==> src/rtl/vram_pkg.sv <==
// vram_pkg: shared constants and types for the framebuffer arbiter
//   op encodings, framebuffer geometry, address/pixel widths, FSM state codes
package vram_pkg;
   localparam int VRAM_W = 128;
   localparam int VRAM_H = 64;
   localparam int ADDR_W_DEF = 13;
   localparam int PIX_W = 2;
   localparam logic [1:0] OP_READ = 2'd0;
   localparam logic [1:0] OP_WRITE = 2'd1;
   localparam logic [1:0] OP_XOR = 2'd2;
   typedef logic [0:0] state_t;
   localparam state_t ST_IDLE = 1'b0;
   localparam state_t ST_XOR_WR = 1'b1;
endpackage

==> src/rtl/vram_arbiter_if.sv <==
// vram_arbiter_if: core, scanout and RAM buses of the framebuffer arbiter
//   cpu_*: core request/response, vid_*: scanout request/response,
//   mem_*: single-port RAM with synchronous read
//   slave = arbiter side, master = requesters/RAM side
interface vram_arbiter_if
   import vram_pkg::*;
#(
   parameter int ADDR_W = ADDR_W_DEF
);
   logic             cpu_req;
   logic [1:0]       cpu_op;
   logic [6:0]       cpu_hpos;
   logic [5:0]       cpu_vpos;
   logic [PIX_W-1:0] cpu_wdata;
   logic             cpu_ready;
   logic             cpu_rvalid;
   logic [PIX_W-1:0] cpu_rdata;
   logic             cpu_collide;
   logic             vid_req;
   logic [6:0]       vid_hpos;
   logic [5:0]       vid_vpos;
   logic             vid_ready;
   logic             vid_rvalid;
   logic [PIX_W-1:0] vid_rdata;
   logic [ADDR_W-1:0] mem_addr;
   logic             mem_we;
   logic [PIX_W-1:0] mem_din;
   logic [PIX_W-1:0] mem_dout;
   modport slave (
      input  cpu_req, cpu_op, cpu_hpos, cpu_vpos, cpu_wdata,
      output cpu_ready, cpu_rvalid, cpu_rdata, cpu_collide,
      input  vid_req, vid_hpos, vid_vpos,
      output vid_ready, vid_rvalid, vid_rdata,
      output mem_addr, mem_we, mem_din,
      input  mem_dout
   );
   modport master (
      output cpu_req, cpu_op, cpu_hpos, cpu_vpos, cpu_wdata,
      input  cpu_ready, cpu_rvalid, cpu_rdata, cpu_collide,
      output vid_req, vid_hpos, vid_vpos,
      input  vid_ready, vid_rvalid, vid_rdata,
      input  mem_addr, mem_we, mem_din,
      output mem_dout
   );
endinterface

==> src/rtl/vram_starve_ctr.sv <==
// vram_starve_ctr: saturating count of consecutive refused core cycles
//   clk, rst_n: clock, async active-low reset
//   inc: core requesting and refused this cycle (count clears otherwise)
//   over: count has reached STARVE_LIMIT
module vram_starve_ctr #(
   parameter int unsigned STARVE_LIMIT = 4
) (
   input  logic clk,
   input  logic rst_n,
   input  logic inc,
   output logic over
);
   logic [2:0] cnt;
   always_ff @(posedge clk or negedge rst_n)
      if (!rst_n) cnt <= '0;
      else cnt <= inc ? (cnt == 3'd7 ? cnt : cnt + 3'd1) : '0;
   assign over = 32'(cnt) >= STARVE_LIMIT;
endmodule

==> src/rtl/vram_arbiter.sv <==
// vram_arbiter: shares the framebuffer RAM between scanout and core, with atomic XOR draw
//   clk, rst_n: clock, async active-low reset
//   bus.cpu_*: core READ/WRITE/XOR requests, rvalid pulse with old pixel and collision
//   bus.vid_*: scanout reads, priority unless the core has starved STARVE_LIMIT cycles
//   bus.mem_*: RAM address/write port, mem_dout one cycle after address
module vram_arbiter
   import vram_pkg::*;
#(
   parameter int unsigned STARVE_LIMIT = 4,
   parameter int ADDR_W = ADDR_W_DEF
) (
   input logic clk,
   input logic rst_n,
   vram_arbiter_if.slave bus
);
   state_t            state;
   logic [ADDR_W-1:0] xor_addr, cpu_addr, vid_addr;
   logic [PIX_W-1:0]  xor_mask;
   logic              cpu_rd_q, vid_rd_q, over, idle, in_xor;
   logic              vid_win, cpu_win, cpu_wr, cpu_xor;
   // Grants are gated by rst_n so every output drops to 0 as soon as reset asserts.
   assign idle = rst_n && state == ST_IDLE;
   assign in_xor = state == ST_XOR_WR;
   assign cpu_addr = ADDR_W'({bus.cpu_vpos, bus.cpu_hpos});
   assign vid_addr = ADDR_W'({bus.vid_vpos, bus.vid_hpos});
   assign vid_win = idle && bus.vid_req && !(bus.cpu_req && over);
   assign cpu_win = idle && bus.cpu_req && !vid_win;
   assign cpu_wr = cpu_win && bus.cpu_op == OP_WRITE;
   assign cpu_xor = cpu_win && bus.cpu_op == OP_XOR;
   vram_starve_ctr #(.STARVE_LIMIT(STARVE_LIMIT)) u_starve (
      .clk  (clk),
      .rst_n(rst_n),
      .inc  (bus.cpu_req && !cpu_win),
      .over (over)
   );
   assign bus.cpu_ready = cpu_win;
   assign bus.vid_ready = vid_win;
   assign bus.mem_addr = in_xor ? xor_addr : vid_win ? vid_addr : cpu_win ? cpu_addr : '0;
   assign bus.mem_we = in_xor || cpu_wr;
   assign bus.mem_din = in_xor ? bus.mem_dout ^ xor_mask : cpu_wr ? bus.cpu_wdata : '0;
   // XOR_WR returns the pre-XOR pixel read in the grant cycle.
   assign bus.cpu_rvalid = cpu_rd_q || in_xor;
   assign bus.cpu_rdata = bus.cpu_rvalid ? bus.mem_dout : '0;
   assign bus.cpu_collide = in_xor && |(bus.mem_dout & xor_mask);
   assign bus.vid_rvalid = vid_rd_q;
   assign bus.vid_rdata = vid_rd_q ? bus.mem_dout : '0;
   always_ff @(posedge clk or negedge rst_n)
      if (!rst_n) begin
         state <= ST_IDLE;
         xor_addr <= '0;
         xor_mask <= '0;
         cpu_rd_q <= 1'b0;
         vid_rd_q <= 1'b0;
      end else begin
         state <= cpu_xor ? ST_XOR_WR : ST_IDLE;
         if (cpu_xor) begin
            xor_addr <= cpu_addr;
            xor_mask <= bus.cpu_wdata;
         end
         // Reserved op 3 behaves as READ.
         cpu_rd_q <= cpu_win && bus.cpu_op != OP_WRITE && bus.cpu_op != OP_XOR;
         vid_rd_q <= vid_win;
      end
endmodule

==> src/flat_wrapper.sv <==
// flat-port wrapper written by rule: the top's interface ports become plain ports
module vram_arbiter_flat import vram_pkg::*;
#(
   parameter int unsigned STARVE_LIMIT = 4,
   parameter int ADDR_W = ADDR_W_DEF
)
  (clk, rst_n, bus_cpu_req, bus_cpu_op, bus_cpu_hpos, bus_cpu_vpos, bus_cpu_wdata, bus_cpu_ready, bus_cpu_rvalid, bus_cpu_rdata, bus_cpu_collide, bus_vid_req, bus_vid_hpos, bus_vid_vpos, bus_vid_ready, bus_vid_rvalid, bus_vid_rdata, bus_mem_addr, bus_mem_we, bus_mem_din, bus_mem_dout);
  vram_arbiter_if #(.ADDR_W(ADDR_W)) bus_i ();
  input logic clk;
  input logic rst_n;
  input wire logic [$bits(bus_i.cpu_req)-1:0] bus_cpu_req;
  input wire logic [$bits(bus_i.cpu_op)-1:0] bus_cpu_op;
  input wire logic [$bits(bus_i.cpu_hpos)-1:0] bus_cpu_hpos;
  input wire logic [$bits(bus_i.cpu_vpos)-1:0] bus_cpu_vpos;
  input wire logic [$bits(bus_i.cpu_wdata)-1:0] bus_cpu_wdata;
  output wire logic [$bits(bus_i.cpu_ready)-1:0] bus_cpu_ready;
  output wire logic [$bits(bus_i.cpu_rvalid)-1:0] bus_cpu_rvalid;
  output wire logic [$bits(bus_i.cpu_rdata)-1:0] bus_cpu_rdata;
  output wire logic [$bits(bus_i.cpu_collide)-1:0] bus_cpu_collide;
  input wire logic [$bits(bus_i.vid_req)-1:0] bus_vid_req;
  input wire logic [$bits(bus_i.vid_hpos)-1:0] bus_vid_hpos;
  input wire logic [$bits(bus_i.vid_vpos)-1:0] bus_vid_vpos;
  output wire logic [$bits(bus_i.vid_ready)-1:0] bus_vid_ready;
  output wire logic [$bits(bus_i.vid_rvalid)-1:0] bus_vid_rvalid;
  output wire logic [$bits(bus_i.vid_rdata)-1:0] bus_vid_rdata;
  output wire logic [$bits(bus_i.mem_addr)-1:0] bus_mem_addr;
  output wire logic [$bits(bus_i.mem_we)-1:0] bus_mem_we;
  output wire logic [$bits(bus_i.mem_din)-1:0] bus_mem_din;
  input wire logic [$bits(bus_i.mem_dout)-1:0] bus_mem_dout;
  assign bus_i.cpu_req = bus_cpu_req;
  assign bus_i.cpu_op = bus_cpu_op;
  assign bus_i.cpu_hpos = bus_cpu_hpos;
  assign bus_i.cpu_vpos = bus_cpu_vpos;
  assign bus_i.cpu_wdata = bus_cpu_wdata;
  assign bus_cpu_ready = bus_i.cpu_ready;
  assign bus_cpu_rvalid = bus_i.cpu_rvalid;
  assign bus_cpu_rdata = bus_i.cpu_rdata;
  assign bus_cpu_collide = bus_i.cpu_collide;
  assign bus_i.vid_req = bus_vid_req;
  assign bus_i.vid_hpos = bus_vid_hpos;
  assign bus_i.vid_vpos = bus_vid_vpos;
  assign bus_vid_ready = bus_i.vid_ready;
  assign bus_vid_rvalid = bus_i.vid_rvalid;
  assign bus_vid_rdata = bus_i.vid_rdata;
  assign bus_mem_addr = bus_i.mem_addr;
  assign bus_mem_we = bus_i.mem_we;
  assign bus_mem_din = bus_i.mem_din;
  assign bus_i.mem_dout = bus_mem_dout;
  vram_arbiter #(.STARVE_LIMIT(STARVE_LIMIT), .ADDR_W(ADDR_W)) u_core (.clk(clk), .rst_n(rst_n), .bus(bus_i));
endmodule
==> config.mk <==
export PLATFORM = sky130hd
export DESIGN_NAME = vram_arbiter_flat
export DESIGN_NICKNAME = d
export VERILOG_FILES = /design/src/rtl/vram_pkg.sv /design/src/rtl/vram_arbiter_if.sv /design/src/rtl/vram_starve_ctr.sv /design/src/rtl/vram_arbiter.sv /design/src/flat_wrapper.sv
export SDC_FILE = /design/constraint.sdc
export NUM_CORES = 1
export LEC_CHECK = 0
export BUFFER_PORTS_ARGS = -buffer_cell sky130_fd_sc_hd__buf_4
export CAP_MARGIN = 30
export CORE_AREA = 2 2 66 55
export DETAILED_ROUTE_END_ITERATION = 8
export DIE_AREA = 0 0 68 57
export PLACE_DENSITY_LB_ADDON = 0.25
export SYNTH_ARGS = -nofsm -noshare
export SYNTH_HDL_FRONTEND = slang
export SYNTH_HIERARCHICAL = 1
export SYNTH_SLANG_ARGS = --single-unit
==> constraint.sdc <==
create_clock -name clk -period 4.5 [get_ports clk]
set_clock_uncertainty 0.05 [all_clocks]
set_input_delay 0.45 -clock clk [delete_from_list [all_inputs] [get_ports clk]]
set_output_delay 0.45 -clock clk [all_outputs]
set_load 0.02 [all_outputs]
Word-level counts from Yosys, hierarchy flattened
Cells that the tools add are included.
{ "op_classes": {"n_addsub": 1, "n_mul": 0, "div": 0, "magnitude_cmp": 1, "n_eq_ne": 6, "shift": 0, "n_mux": 10, "bitwise": 3, "reduce_logical": 18} }
{ "ops": {"columns": ["op", "count"], "rows": [
  ["2-to-1 mux 13 bit", 3],
  ["logical AND 1 bit", 12],
  ["2-to-1 mux 2 bit", 4],
  ["2-to-1 mux 3 bit", 2],
  ["inequality test 2 bit (second input constant)", 2],
  ["adder 3 x 1 -> 3 bit (second input constant)", 1],
  ["== test 3 bit (second input constant)", 1],
  ["greater-or-equal comparator 3 bit (second input constant)", 1],
  ["logical NOT 1 bit", 3],
  ["bitwise AND 2 bit", 1],
  ["== test 2 x 1 -> 1 bit (second input constant)", 1],
  ["== test 2 bit (second input constant)", 1],
  ["logical OR 1 bit", 2],
  ["inequality test 2 x 1 -> 1 bit (second input constant)", 1],
  ["OR reduction 2 bit", 1],
  ["XOR 2 bit", 1],
  ["2-to-1 mux 1 bit", 1],
  ["NOT 1 bit", 1]
]} }
{ "totals": {"ff_bits": 21, "latch_bits": 0, "mem_bits_rw": 0, "rom_bits": 0, "memories": 0} }

Depth between registers and ports, before layout
Gate-level depths: netlist of the first run.
{ "depth": {"ltp_word": 9, "ltp_mapped": 7, "depth_no_buf": 4} }

Cells and area by module
The synthesis of the first run kept the hierarchy.
{ "modules_own_cells": {"columns": ["module", "instances", "cells_each", "area_per_inst_um2", "seq_area_each_um2"], "rows": [
  ["vram_arbiter", 1, 89, 1076.0, 450.4],
  ["vram_starve_ctr", 1, 15, 171.4, 75.1]
]} }

Worst setup path after synthesis of the first run
OpenSTA, ideal clock, no wires.
{ "synth_timing": {"path_type": "flip-flop to output port", "start": "register u_core.u_starve.cnt[2]", "end": "output port bus_mem_addr[10]", "arrival_ps": 1528, "slack_ps": 2472, "stages_incl_launch_ff": 7, "cell_sequence": "dfrtp_1 clkbuf_1 nand2b_1 and3_1 buf_2 buf_2 a221o_1"} }
{ "synth_between": {"elab_chain_len": 9} }
{ "synth_lines": {"columns": ["element", "line", "rtl"], "rows": [
  ["from (decl)", "vram_starve_ctr.sv:13", "logic [2:0] cnt;"],
  ["from (signal assigned)", "vram_starve_ctr.sv:16", "else cnt <= inc ? (cnt == 3'd7 ? cnt : cnt + 3'd1) : '0;"],
  ["greater-or-equal comparator 3 bit", "vram_starve_ctr.sv:17", "assign over = 32'(cnt) >= STARVE_LIMIT;"],
  ["via u_core.over", "vram_arbiter.sv:19", "logic cpu_rd_q, vid_rd_q, over, idle, in_xor;"],
  ["logical AND 1 bit", "vram_arbiter.sv:26", "assign vid_win = idle && bus.vid_req && !(bus.cpu_req && over);"],
  ["logical NOT 1 bit", "vram_arbiter.sv:26", null],
  ["logical AND 1 bit", "vram_arbiter.sv:26", null],
  ["logical NOT 1 bit", "vram_arbiter.sv:27", "assign cpu_win = idle && bus.cpu_req && !vid_win;"],
  ["logical AND 1 bit", "vram_arbiter.sv:27", null],
  ["via bus_cpu_ready", "flat_wrapper.sv:16", "output wire logic [$bits(bus_i.cpu_ready)-1:0] bus_cpu_ready;"],
  ["2-to-1 mux 13 bit (3 in series)", "vram_arbiter.sv:38", "assign bus.mem_addr = in_xor ? xor_addr : vid_win ? vid_addr : cpu_win ? cpu_addr : '0;"],
  ["to (decl)", "flat_wrapper.sv:26", "output wire logic [$bits(bus_i.mem_addr)-1:0] bus_mem_addr;"]
]} }
The timed path passes the listed nets, and every way through them passes these cells.

Worst setup path in the final report of the first run
{ "layout_timing": {"start": "register u_core.state, in the netlist u_core/in_xor", "end": "output port bus_mem_din[1]"} }
{ "layout_between": {"elab_chain_len": 9, "word_cells_on_any_way": 10, "cone_classes": "2 x mux; 1 x bitwise; 7 x reduce/logical"} }
{ "layout_lines": {"columns": ["element", "line", "rtl"], "rows": [
  ["from (decl)", "vram_arbiter.sv:16", "state_t state;"],
  ["from (signal assigned)", "vram_arbiter.sv:55", "state <= cpu_xor ? ST_XOR_WR : ST_IDLE;"],
  ["NOT 1 bit", "vram_arbiter.sv:22", "assign idle = rst_n && state == ST_IDLE;"],
  ["logical AND 1 bit", "vram_arbiter.sv:22", null],
  ["logical AND 1 bit (2 in series)", "vram_arbiter.sv:26", null],
  ["logical NOT 1 bit", "vram_arbiter.sv:27", null],
  ["logical AND 1 bit", "vram_arbiter.sv:27", null],
  ["logical AND 1 bit", "vram_arbiter.sv:28", "assign cpu_wr = cpu_win && bus.cpu_op == OP_WRITE;"],
  ["2-to-1 mux 2 bit", "vram_arbiter.sv:40", "assign bus.mem_din = in_xor ? bus.mem_dout ^ xor_mask : cpu_wr ? bus.cpu_wdata : '0;"],
  ["2-to-1 mux 2 bit *", "vram_arbiter.sv:40", null],
  ["to (decl)", "flat_wrapper.sv:28", "output wire logic [$bits(bus_i.mem_din)-1:0] bus_mem_din;"]
]} }
Mark *: on every way between the ends. The rest lies on a longest branch, timed or not.

==> flow_summary.json, run 1 <==
{
  "drt-vias-per-instance": 4.95,
  "combPwrFrac": 0.287,
  "synthTopCellsByArea": "dfrtp_1 (42%), mux2_4 (11%), a221o_1 (10%)",
  "grt_pass1_vias": 1041,
  "cts_resized": 0,
  "port_buffers": 60,
  "ir_worst_vdd_mv": 0.152,
  "drc": 0,
  "crit_path_max_fanout": 20,
  "seqPwrFrac": 0.483,
  "syn-num-nets": 145,
  "grt_use_total": 0.149,
  "yosys_warnings": 6,
  "maxSlewViolCount": 0,
  "hold_viol": 0,
  "stdcell_area_mm2": 0.00175,
  "pin_count": 61,
  "die_h_um": 57,
  "path_clk_slew_ns": 0.07,
  "ff2ff_path_depth": 3,
  "antenna_left": 0,
  "synthTopCellsByCount": "dfrtp_1 (21), and2_1 (18), a221o_1 (13)",
  "outcome": "finished clean",
  "layout-drive-gt1-share": 0.500,
  "insertedDiodeCount": 0,
  "synth_edf_count": 0,
  "worst_pin_slew_ns": 0.707,
  "seq_area_frac_synth": 0.421,
  "synth_top_area_share": 0.421,
  "gp_congestion": 0.656,
  "p_leak_nw": 0.919,
  "clkPwrFrac": 0.231,
  "async_reset_ff_frac": 1.00,
  "placed_cell_area_mm2": 0.00171,
  "finalCritPeriodShare": 0.580,
  "worst_hold_slack_ns": 0.0280,
  "p_per_area_mw_per_mm2": 291,
  "core_area_mm2": 0.00328,
  "grt_pass1_wl_mm": 4.46,
  "worstPathRequired_ns": 4.00,
  "ys.flop_type": "dfrtp_1",
  "min_path_type": "in -> async",
  "syn_inst": 104,
  "fin_tns_setup_ns": 0,
  "drtIter0Drc": 18,
  "rsz0062_at_grt": "no",
  "synth.avg_cell_area_um2": 12.0,
  "areaGrowthSynthToFinish_pct": 40.5,
  "clock.fmax_ghz": 0.383,
  "synth_top_area_cell": "dfrtp_1",
  "antenna_found_initial": 0,
  "max_slew_margin": 0.529,
  "end_kind": "primary output",
  "r2r_slack_ns": 2.47,
  "post_cts.repair.setup_buffers": 0,
  "synth_area_mm2": 0.00125,
  "netSwitchingPower_w": 0.000132,
  "insertion_delay_ns": 0.25,
  "yosysUniqueCellTypes": 23,
  "synth_most_common_cell": "dfrtp_1",
  "cts_buffer_depth": 2,
  "grt_max_degree": 24,
  "maxCapViolCount": 0,
  "hold_buffers": 0,
  "vias": 1000,
  "die-area_mm2": 0.00388,
  "switching_share": 0.259,
  "internal_power_w": 0.000378,
  "cts_root_buf": "clkbuf_8",
  "rr_endpoint": "u_core/xor_addr[4]$_DFFE_PN0P_",
  "drt_pass1_iterations": 4,
  "fin_nets": 202,
  "cts_tree": "done",
  "setup_viol": 0,
  "critPathKind": "reg -> out",
  "post-dp-hpwl_mm": 2.08,
  "worstReg2RegStart": "u_core/in_xor$_DFF_PN0_",
  "initial_core_util": 0.380,
  "p_total_w": 0.000509,
  "period_minus_slack_ns": 2.61,
  "htreeDepth": 1,
  "wl_per_cell_um": 14.3,
  "cts_buffers": 3,
  "placementRows": 19,
  "wl_mm": 2.88,
  "ys_ff_latch": 21,
  "fp.dieW_um": 68,
  "startpoint_type": "register",
  "clock_sinks": 21,
  "grt-ovfl-total": 0,
  "cp.arrival_ns": 2.11
}
==> cell usage in the layout, fill, tap and decap left out, drive strengths merged, types with 2 or more instances in the layout <==
cell	n
nor2b	6
dfrtp	21
a221o	13
and3	2
mux2i	2
clkbuf	4
and2	18
mux2	15
buf	60
a32o	2
ha	5
inv	3
==> metal layers <==
layer  global-route usage  up-vias  routed length [um]
met1                0.188      470                1280
met3               0.0256        4                 218
li1                     -      489                   -
met5                    0        -                   0
met4               0.0486        0                  20
met2                0.257       37                1360
==> flip-flops by register name (all words and copies together) (netlist names) <==
name	flops
u_core/in_xor	1
u_core/xor_mask	2
u_core/xor_addr	13
u_core/cpu_rd_q	1
u_core/bus.vid_rvalid	1
u_core/u_starve/cnt	3
==> power groups by stage <==
| stage | Sequential, W | Clock (W) | Combinational (W) |
|---|---|---|---|
| 2_1_floorplan | 0.000243 | 0 | 0.0000915 |
| 3_3_place_gp | 0.000247 | 0 | 0.000143 |
| 3_5_place_dp | 0.000249 | 0 | 0.000146 |
| 4_1_cts | 0.000245 | 0.000126 | 0.000148 |
| 5_1_grt | 0.000250 | 0.000135 | 0.000157 |
| 6_report | 0.000246 | 0.000117 | 0.000146 |
==> how the worst max path moves through the flow <==
stage / depth (start not counted) / start / end / slack [ns]
5_1_grt: 4 / u_core/in_xor$_DFF_PN0_ / bus_mem_addr[8] / 1.74
3_5_place_dp: 5 / rst_n / bus_mem_din[1] / 2.01
6_report: 4 / u_core/in_xor$_DFF_PN0_ / bus_mem_din[1] / 1.89
4_1_cts: 4 / u_core/in_xor$_DFF_PN0_ / bus_mem_din[1] / 1.87
3_3_place_gp: 5 / rst_n / bus_mem_din[0] / 2.05
2_1_floorplan: 6 / u_core/u_starve/cnt[2]$_DFFE_PN0P_ / bus_mem_addr[10] / 2.47
==> critical path, cell delays in order, from the launching register on <==
cell and delay (ns):
dfrtp_1 0.58, nor2b_1 0.21, and3_1 0.64, a32o_1 0.28, buf_4 0.14
==> final cells by class <==
cell class | count | area [um2]
well taps | 42 | 52.6
flip-flops and latches | 21 | 526
inverters | 3 | 11.3
clock buffers | 4 | 45.0
multi-input cells | 72 | 668
fillers | 300 | 1530
repair buffers | 60 | 450
==> cells by family after synthesis <==
| group | synth area share |
|---|---|
| compound gates | 0.132 |
| xor+xnor | 0.00702 |
| fa+ha+maj | 0.0502 |
| buf+inv | 0.0431 |
| flops | 0.421 |
| mux | 0.179 |
| simple gates | 0.168 |
==> through the flow <==
step | utilization | cells | worst slack (ns)
global placement | 0.521 | 198 | 2.05
finish | 0.534 | 202 | 1.89
CTS | 0.534 | 202 | 1.87
floorplan | - | 104 | 2.47
global route | 0.534 | 202 | 1.74
detailed placement | 0.521 | 198 | 2.01
Note: power is estimated with default switching activity, not from simulation.
==> run 2: changes to the inputs <==
--- a/config.mk
+++ b/config.mk
@@ -5,11 +5,12 @@
 export SDC_FILE = /design/constraint.sdc
 export NUM_CORES = 1
 export LEC_CHECK = 0
+export ABC_AREA = 1
 export BUFFER_PORTS_ARGS = -buffer_cell sky130_fd_sc_hd__buf_4
 export CAP_MARGIN = 30
-export CORE_AREA = 2 2 66 55
+export CORE_AREA = 2 2 68 57
 export DETAILED_ROUTE_END_ITERATION = 8
-export DIE_AREA = 0 0 68 57
+export DIE_AREA = 0 0 70 59
 export PLACE_DENSITY_LB_ADDON = 0.25
 export SYNTH_ARGS = -nofsm -noshare
 export SYNTH_HDL_FRONTEND = slang
==> constraint.sdc (replaced) <==
create_clock -name clk -period 2.2 [get_ports clk]
set_clock_uncertainty 0.05 [all_clocks]
set_input_delay 0.22 -clock clk [delete_from_list [all_inputs] [get_ports clk]]
set_output_delay 0.22 -clock clk [all_outputs]
set_load 0.02 [all_outputs]
==> run 2 against run 1 <==
Against the previous run:
- utilization increased by 1.8 points
- hold slack gained 0.14 ns
- synthesized cell count is 74% higher
- total power increased by 98%
- via count increased by 38%
- critical path depth rose by 5
- flip-flop and latch count stayed put
- count of clock-buffer cells in the layout did not move
- global-route usage up 1.9 points
- first-iteration DRC count rose to 2.9 times the previous value
- combinational power rose by 88%
- critical path type is now in -> out
- largest cell class unchanged
==> flow_summary.json, run 2 <==
{
  "outcome": "finished clean",
  "htreeDepth": 1,
  "use_met3": 0.0476,
  "ys.flop_type": "dfrtp_1",
  "fp.dieW_um": 70,
  "worst-path-stages": 9,
  "synth.avg_cell_area_um2": 7.46,
  "setup_viol": 0,
  "cts_tree": "done",
  "async_reset_ff_frac": 1.00,
  "insertion_delay_ns": 0.26,
  "insertedDiodeCount": 0,
  "synth_top_area_share": 0.389,
  "synth_edf_count": 0,
  "fin_tns_setup_ns": 0,
  "yosysUniqueCellTypes": 21,
  "startpoint_type": "input port",
  "grt-ovfl-total": 0,
  "seq_area_frac_synth": 0.389,
  "finalWorstSetupSlack_ns": 0.133,
  "grt_pass1_vias": 1273,
  "wl_mm": 3.37,
  "grt_max_degree": 33,
  "period_minus_slack_ns": 2.07,
  "crit_path_max_fanout": 32,
  "cts_buffers": 3,
  "cpPeakStageDelay_ns": 0.52,
  "met2_usage": 0.295,
  "worst_pin_slew_ns": 0.460,
  "top_register": "u_core/xor_addr",
  "grtUsageMet1": 0.211,
  "synth_most_common_cell": "nand2_1",
  "fin_nets": 281,
  "cp.arrival_ns": 1.80,
  "initial_core_util": 0.400,
  "largest_register_ffs": 13,
  "end_kind": "primary output",
  "syn-num-nets": 222,
  "path_cells": "dlygate4sd3_1, buf_4, nand2_4, nor2_8, nand2_1, inv_2, nand2_1, nand2_1, buf_4",
  "ir_worst_vdd_mv": 0.330,
  "grt.busiest_layer": "met2",
  "antenna_left": 0,
  "antenna_found_initial": 0,
  "path_common_cell": "nand2_1",
  "path_clk_slew_ns": 0.08,
  "post-dp-hpwl_mm": 2.52,
  "port_buffers": 60,
  "critPathKind": "in -> out",
  "rr_endpoint": "u_core/xor_addr[6]$_DFFE_PN0P_",
  "grt_use_total": 0.168,
  "clock.fmax_ghz": 0.484,
  "layout-drive-gt1-share": 0.322,
  "synthTopCellsByArea": "dfrtp_1 (39%), nand2_1 (19%), nand3_1 (12%)",
  "maxSlewViolCount": 0,
  "p_per_area_mw_per_mm2": 541,
  "die_h_um": 59,
  "synth_area_mm2": 0.00135,
  "die-area_mm2": 0.00413,
  "pin_count": 61,
  "min_path_type": "in -> reg",
  "crit_path_end": "bus_mem_we",
  "maxCapViolCount": 0,
  "worstReg2RegStart": "u_core/u_starve/cnt[2]$_DFFE_PN0P_",
  "cts_root_buf": "clkbuf_8",
  "gp_congestion": 0.775,
  "grt_pass1_wl_mm": 5.56,
  "core_area_mm2": 0.00338,
  "post_cts.repair.setup_buffers": 0,
  "drc": 0,
  "drtIter0Drc": 52,
  "synth_top_area_cell": "dfrtp_1",
  "syn_inst": 181,
  "cp-startpoint": "rst_n",
  "mostFrequentLayoutCells": "nand2_1 (70), buf_4 (65), nand3_1 (32), dfrtp_1 (21), nand4_1 (17)",
  "ys_ff_latch": 21,
  "final_common_cell": "nand2_1",
  "yosys_warnings": 6,
  "r2r_slack_ns": 0.60,
  "top_regs": "u_core/xor_addr x13, u_core/u_starve/cnt x3, u_core/xor_mask x2",
  "cts_buffer_depth": 2,
  "synthTopCellsByCount": "nand2_1 (70), nand3_1 (32), dfrtp_1 (21)",
  "finalCritPeriodShare": 0.940,
  "wl_per_cell_um": 12.0,
  "cp_num_buf_inv": 4,
  "n_fill_cell": 338,
  "areaGrowthSynthToFinish_pct": 38.0,
  "worstPathRequired_ns": 1.93,
  "cp_slowest_cell": "dlygate4sd3_1",
  "clock_sinks": 21,
  "ff2ff_path_depth": 6,
  "rsz0062_at_grt": "no",
  "critPathTopFamily": "buffers and inverters",
  "drt_pass1_iterations": 4,
  "max_slew_margin": 0.693,
  "placementRows": 19,
  "p_leak_nw": 1.04,
  "drt-vias-per-instance": 4.92,
  "vias": 1383,
  "hold_viol": 0,
  "dpl_worst_slack_ns": 0.478
}
==> run 2: cell count changes after synthesis, sizes merged, moves of 2 or more <==
cell | before | now
mux2 | 15 | 0
nand2 | 1 | 71
a221o | 13 | 0
and3 | 2 | 0
mux2i | 2 | 0
inv | 3 | 10
a32o | 2 | 0
buf | 5 | 10
nand4 | 0 | 17
nand3 | 1 | 33
and2 | 18 | 0
nor2 | 0 | 7
nor2b | 6 | 0
==> run 2: final cells by class <==
class	instances	area [um2]	share of cell area
sequential	21	526	0.282
tap	42	52.6	0.0282
inverter	11	42.5	0.0228
clock buffer	4	45.0	0.0242
timing repair buffer	66	498	0.267
multi-input combinational	137	699	0.375
==> run 2: logic make-up (layout without fill, tap and decap cells) <==
logic type | count (synthesis) | in the layout | share of synthesized area
AND/OR/NAND/NOR | 130 | 130 | 0.461
buffers and inverters | 23 | 81 | 0.0927
flip-flops | 21 | 21 | 0.389
adder cells (fa/ha/maj) | 5 | 5 | 0.0463
AO/OA/AOI/OAI | 2 | 2 | 0.0111
==> run 2: tightest hold or removal path: cells and delay by family <==
family,cells,cell delay (ns)
AND/OR/NAND/NOR,2,0.13
buffers and inverters,1,0.09
==> run 2: power breakdown <==
| group | internal, W | leakage, nW | switching (W) |
|---|---|---|---|
| Sequential | 0.000450 | 0.271 | 0.0000353 |
| Clock | 0.000129 | 0.0228 | 0.000121 |
| Combinational | 0.000123 | 0.751 | 0.000151 |
| Total | 0.000702 | 1.04 | 0.000307 |
==> run 2: worst min path at each step <==
stage | startpoint | slack, ns | to | depth (start not counted)
floorplan | rst_n | -0.13 | u_core/bus.vid_rvalid$_DFF_PN0_ | 0
global placement | rst_n | 0.20 | u_core/u_starve/cnt[1]$_DFFE_PN0P_ | 2
detailed placement | rst_n | 0.21 | u_core/xor_addr[10]$_DFFE_PN0P_ | 2
CTS | bus_cpu_wdata[0] | 0.16 | u_core/xor_mask[0]$_DFFE_PN0P_ | 3
global route | bus_cpu_wdata[0] | 0.16 | u_core/xor_mask[0]$_DFFE_PN0P_ | 3
finish | bus_cpu_hpos[0] | 0.17 | u_core/xor_addr[0]$_DFFE_PN0P_ | 3
==> run 2: metrics by stage <==
| step | area [um2] | hold WS (ns) | power, W | util | std cells |
|---|---|---|---|---|---|
| floorplan | 1350 | -0.126 | 0.000646 | - | 181 |
| global placement | 1810 | 0.202 | 0.000762 | 0.536 | 276 |
| detailed placement | 1810 | 0.206 | 0.000768 | 0.536 | 276 |
| CTS | 1860 | 0.160 | 0.00102 | 0.552 | 281 |
| global route | 1860 | 0.158 | 0.00108 | 0.552 | 281 |
| finish | 1860 | 0.166 | 0.00101 | 0.552 | 281 |
==> run 2: what timing repair did <==
action / CTS / global route
hold buffers: 1 / 0
resized for setup: 0 / 0
hold endpoints to repair: 21 / 0
==> run 2: layer usage <==
metal  vias to the layer above  share of wire
li1                        714              -
met1                       626           0.46
met2                        41           0.47
met3                         2          0.061
met4                         0         0.0065
met5                         -              0
==> run 3: changes to the inputs <==
--- a/config.mk
+++ b/config.mk
@@ -6,11 +6,11 @@
 export NUM_CORES = 1
 export LEC_CHECK = 0
 export ABC_AREA = 1
-export BUFFER_PORTS_ARGS = -buffer_cell sky130_fd_sc_hd__buf_4
 export CAP_MARGIN = 30
 export CORE_AREA = 2 2 68 57
 export DETAILED_ROUTE_END_ITERATION = 8
 export DIE_AREA = 0 0 70 59
+export DONT_BUFFER_PORTS = 1
 export PLACE_DENSITY_LB_ADDON = 0.25
 export SYNTH_ARGS = -nofsm -noshare
 export SYNTH_HDL_FRONTEND = slang
==> run 3 against run 2 <==
Against the previous run:
- routed wire length up 1.5%
- sequential share of layout area up 8.3 points
- maximum frequency increased by 7.4%
- utilization is 13 points lower
==> flow_summary.json, run 3 (synthesized netlist as in run 2, its figures left out) <==
{
  "setup_viol": 0,
  "wl_mm": 3.42,
  "maxSlewViolCount": 0,
  "port_buffers": 0,
  "drt_pass1_iterations": 4,
  "switching_share": 0.318,
  "fp.dieW_um": 70,
  "seqPwrFrac": 0.520,
  "die-area_mm2": 0.00413,
  "combPwrFrac": 0.209,
  "min_path_cells": 2,
  "finalWorstSetupSlack_ns": 0.275,
  "fin_nets": 222,
  "cts_buffers": 3,
  "antenna_found_initial": 0,
  "wl_per_cell_um": 15.4,
  "internal_power_w": 0.000640,
  "maxCapViolCount": 0,
  "final_common_cell": "nand2_1",
  "cp_slowest_cell": "dfrtp_1",
  "grt_pass1_wl_mm": 5.45,
  "gp_congestion": 0.784,
  "insertedDiodeCount": 0,
  "antenna_left": 0,
  "path_cells": "nand2_1, nand2_1, buf_4, nand3_1, nand3_1",
  "worstPathRequired_ns": 1.93,
  "grt-ovfl-total": 0,
  "cts_tree": "done",
  "post-dp-hpwl_mm": 2.40,
  "cp.arrival_ns": 1.65,
  "cts_resized": 0,
  "netSwitchingPower_w": 0.000299,
  "hold_viol": 0,
  "grt_use_total": 0.167,
  "min_path_type": "in -> reg",
  "seq_area_um2": 526,
  "crit_path_max_fanout": 25,
  "fin_tns_setup_ns": 0,
  "clock_sinks": 21,
  "drt-vias-per-instance": 5.49,
  "critPathKind": "reg -> out",
  "finalCritPeriodShare": 0.875,
  "insertion_delay_ns": 0.26,
  "clock.fmax_ghz": 0.520,
  "rsz0062_at_grt": "no",
  "mostFrequentLayoutCells": "nand2_1 (70), nand3_1 (32), dfrtp_1 (21), nand4_1 (17), inv_1 (8)",
  "p_per_area_mw_per_mm2": 652,
  "max_slew_margin": 0.717,
  "dpl_worst_slack_ns": 0.571,
  "cts_root_buf": "clkbuf_8",
  "end_kind": "primary output",
  "initial_core_util": 0.400,
  "ir_worst_vdd_mv": 0.283,
  "multi_input_area_um2": 699,
  "grt_max_degree": 33,
  "n_fill_cell": 354,
  "htreeDepth": 1,
  "worst_pin_slew_ns": 0.425,
  "p_leak_nw": 0.758,
  "layout-drive-gt1-share": 0.100,
  "outcome": "finished clean",
  "core_area_mm2": 0.00338,
  "clkPwrFrac": 0.271,
  "largest_register_ffs": 13,
  "period_minus_slack_ns": 1.92,
  "cpPeakStageDelay_ns": 0.37,
  "place_inst": 216,
  "die_h_um": 59,
  "top_register": "u_core/xor_addr",
  "drtIter0Drc": 71,
  "ff2ff_path_depth": 6,
  "grt_pass1_vias": 1117,
  "areaGrowthSynthToFinish_pct": 6.67,
  "placementRows": 19,
  "top_regs": "u_core/xor_addr x13, u_core/u_starve/cnt x3, u_core/xor_mask x2",
  "startpoint_type": "register",
  "stdcell_count": 222,
  "drc": 0,
  "path_clk_slew_ns": 0.08,
  "cts_buffer_depth": 2,
  "pin_count": 61,
  "vias": 1218
}
run 3: cell count changes in the layout (fill, tap and decap cells not counted):
cell    delta
buf_4     -60
buf_16     +1
run 3: path summary, 6_finish.rpt:
path                                                     from                         endpoint  slack [ns]
hold / removal                                bus_cpu_hpos[3]   u_core/xor_addr[3]$_DFFE_PN0P_        0.05
hold reg to reg               u_core/xor_addr[12]$_DFFE_PN0P_  u_core/xor_addr[12]$_DFFE_PN0P_        0.43
setup reg to reg           u_core/u_starve/cnt[2]$_DFFE_PN0P_   u_core/xor_addr[9]$_DFFE_PN0P_        0.58
max in group asynchronous                               rst_n   u_core/xor_addr[6]$_DFFE_PN0P_        1.46
setup / recovery           u_core/u_starve/cnt[2]$_DFFE_PN0P_                 bus_mem_addr[10]        0.28
min in group asynchronous                               rst_n   u_core/xor_addr[9]$_DFFE_PN0P_        0.25
run 3: final cells by class:
cell class | instances | share of cell area
flip-flops and latches | 21 | 0.365
multi-input cells | 137 | 0.486
well taps | 42 | 0.0365
inverters | 11 | 0.0295
clock buffers | 4 | 0.0313
repair buffers | 7 | 0.0521
run 3: power groups by stage:
stage	clock (W)	sequential [W]	combinational, W
detailed placement	0	0.000495	0.000184
finish	0.000255	0.000488	0.000196
global placement	0	0.000492	0.000176
CTS	0.000266	0.000487	0.000194
floorplan	0	0.000486	0.000160
global route	0.000288	0.000498	0.000224
run 3: metrics by stage:
stage / total power [W] / cell area (um2) / hold WS, ns / util
floorplan: 0.000646 / 1350 / -0.126 / -
global placement: 0.000668 / 1360 / -0.125 / 0.402
detailed placement: 0.000679 / 1360 / -0.125 / 0.402
CTS: 0.000947 / 1410 / 0.0445 / 0.418
global route: 0.00101 / 1440 / 0.0401 / 0.427
finish: 0.000939 / 1440 / 0.0491 / 0.427
run 3: timing repair:
item                                   4_1_cts  5_1_grt
endpoints found under the hold margin       21        0
setup buffers                                0        0
hold buffers                                 1        0
run 3: worst max-delay path: cells and delay by family (launching register included):
kind,cells,cell delay [ns]
DFF,1,0.37
and+or+nand+nor,4,0.66
buffers and inverters,1,0.35
run 3: per-layer routing:
metal | part of all wire | vias up | GRT usage | wire length, um
li1 | - | 596 | - | -
met1 | 0.44 | 564 | 0.233 | 1520
met2 | 0.46 | 56 | 0.256 | 1570
met3 | 0.093 | 2 | 0.0629 | 318
met4 | 0.0038 | 0 | 0.0247 | 13
met5 | 0 | - | 0 | 0
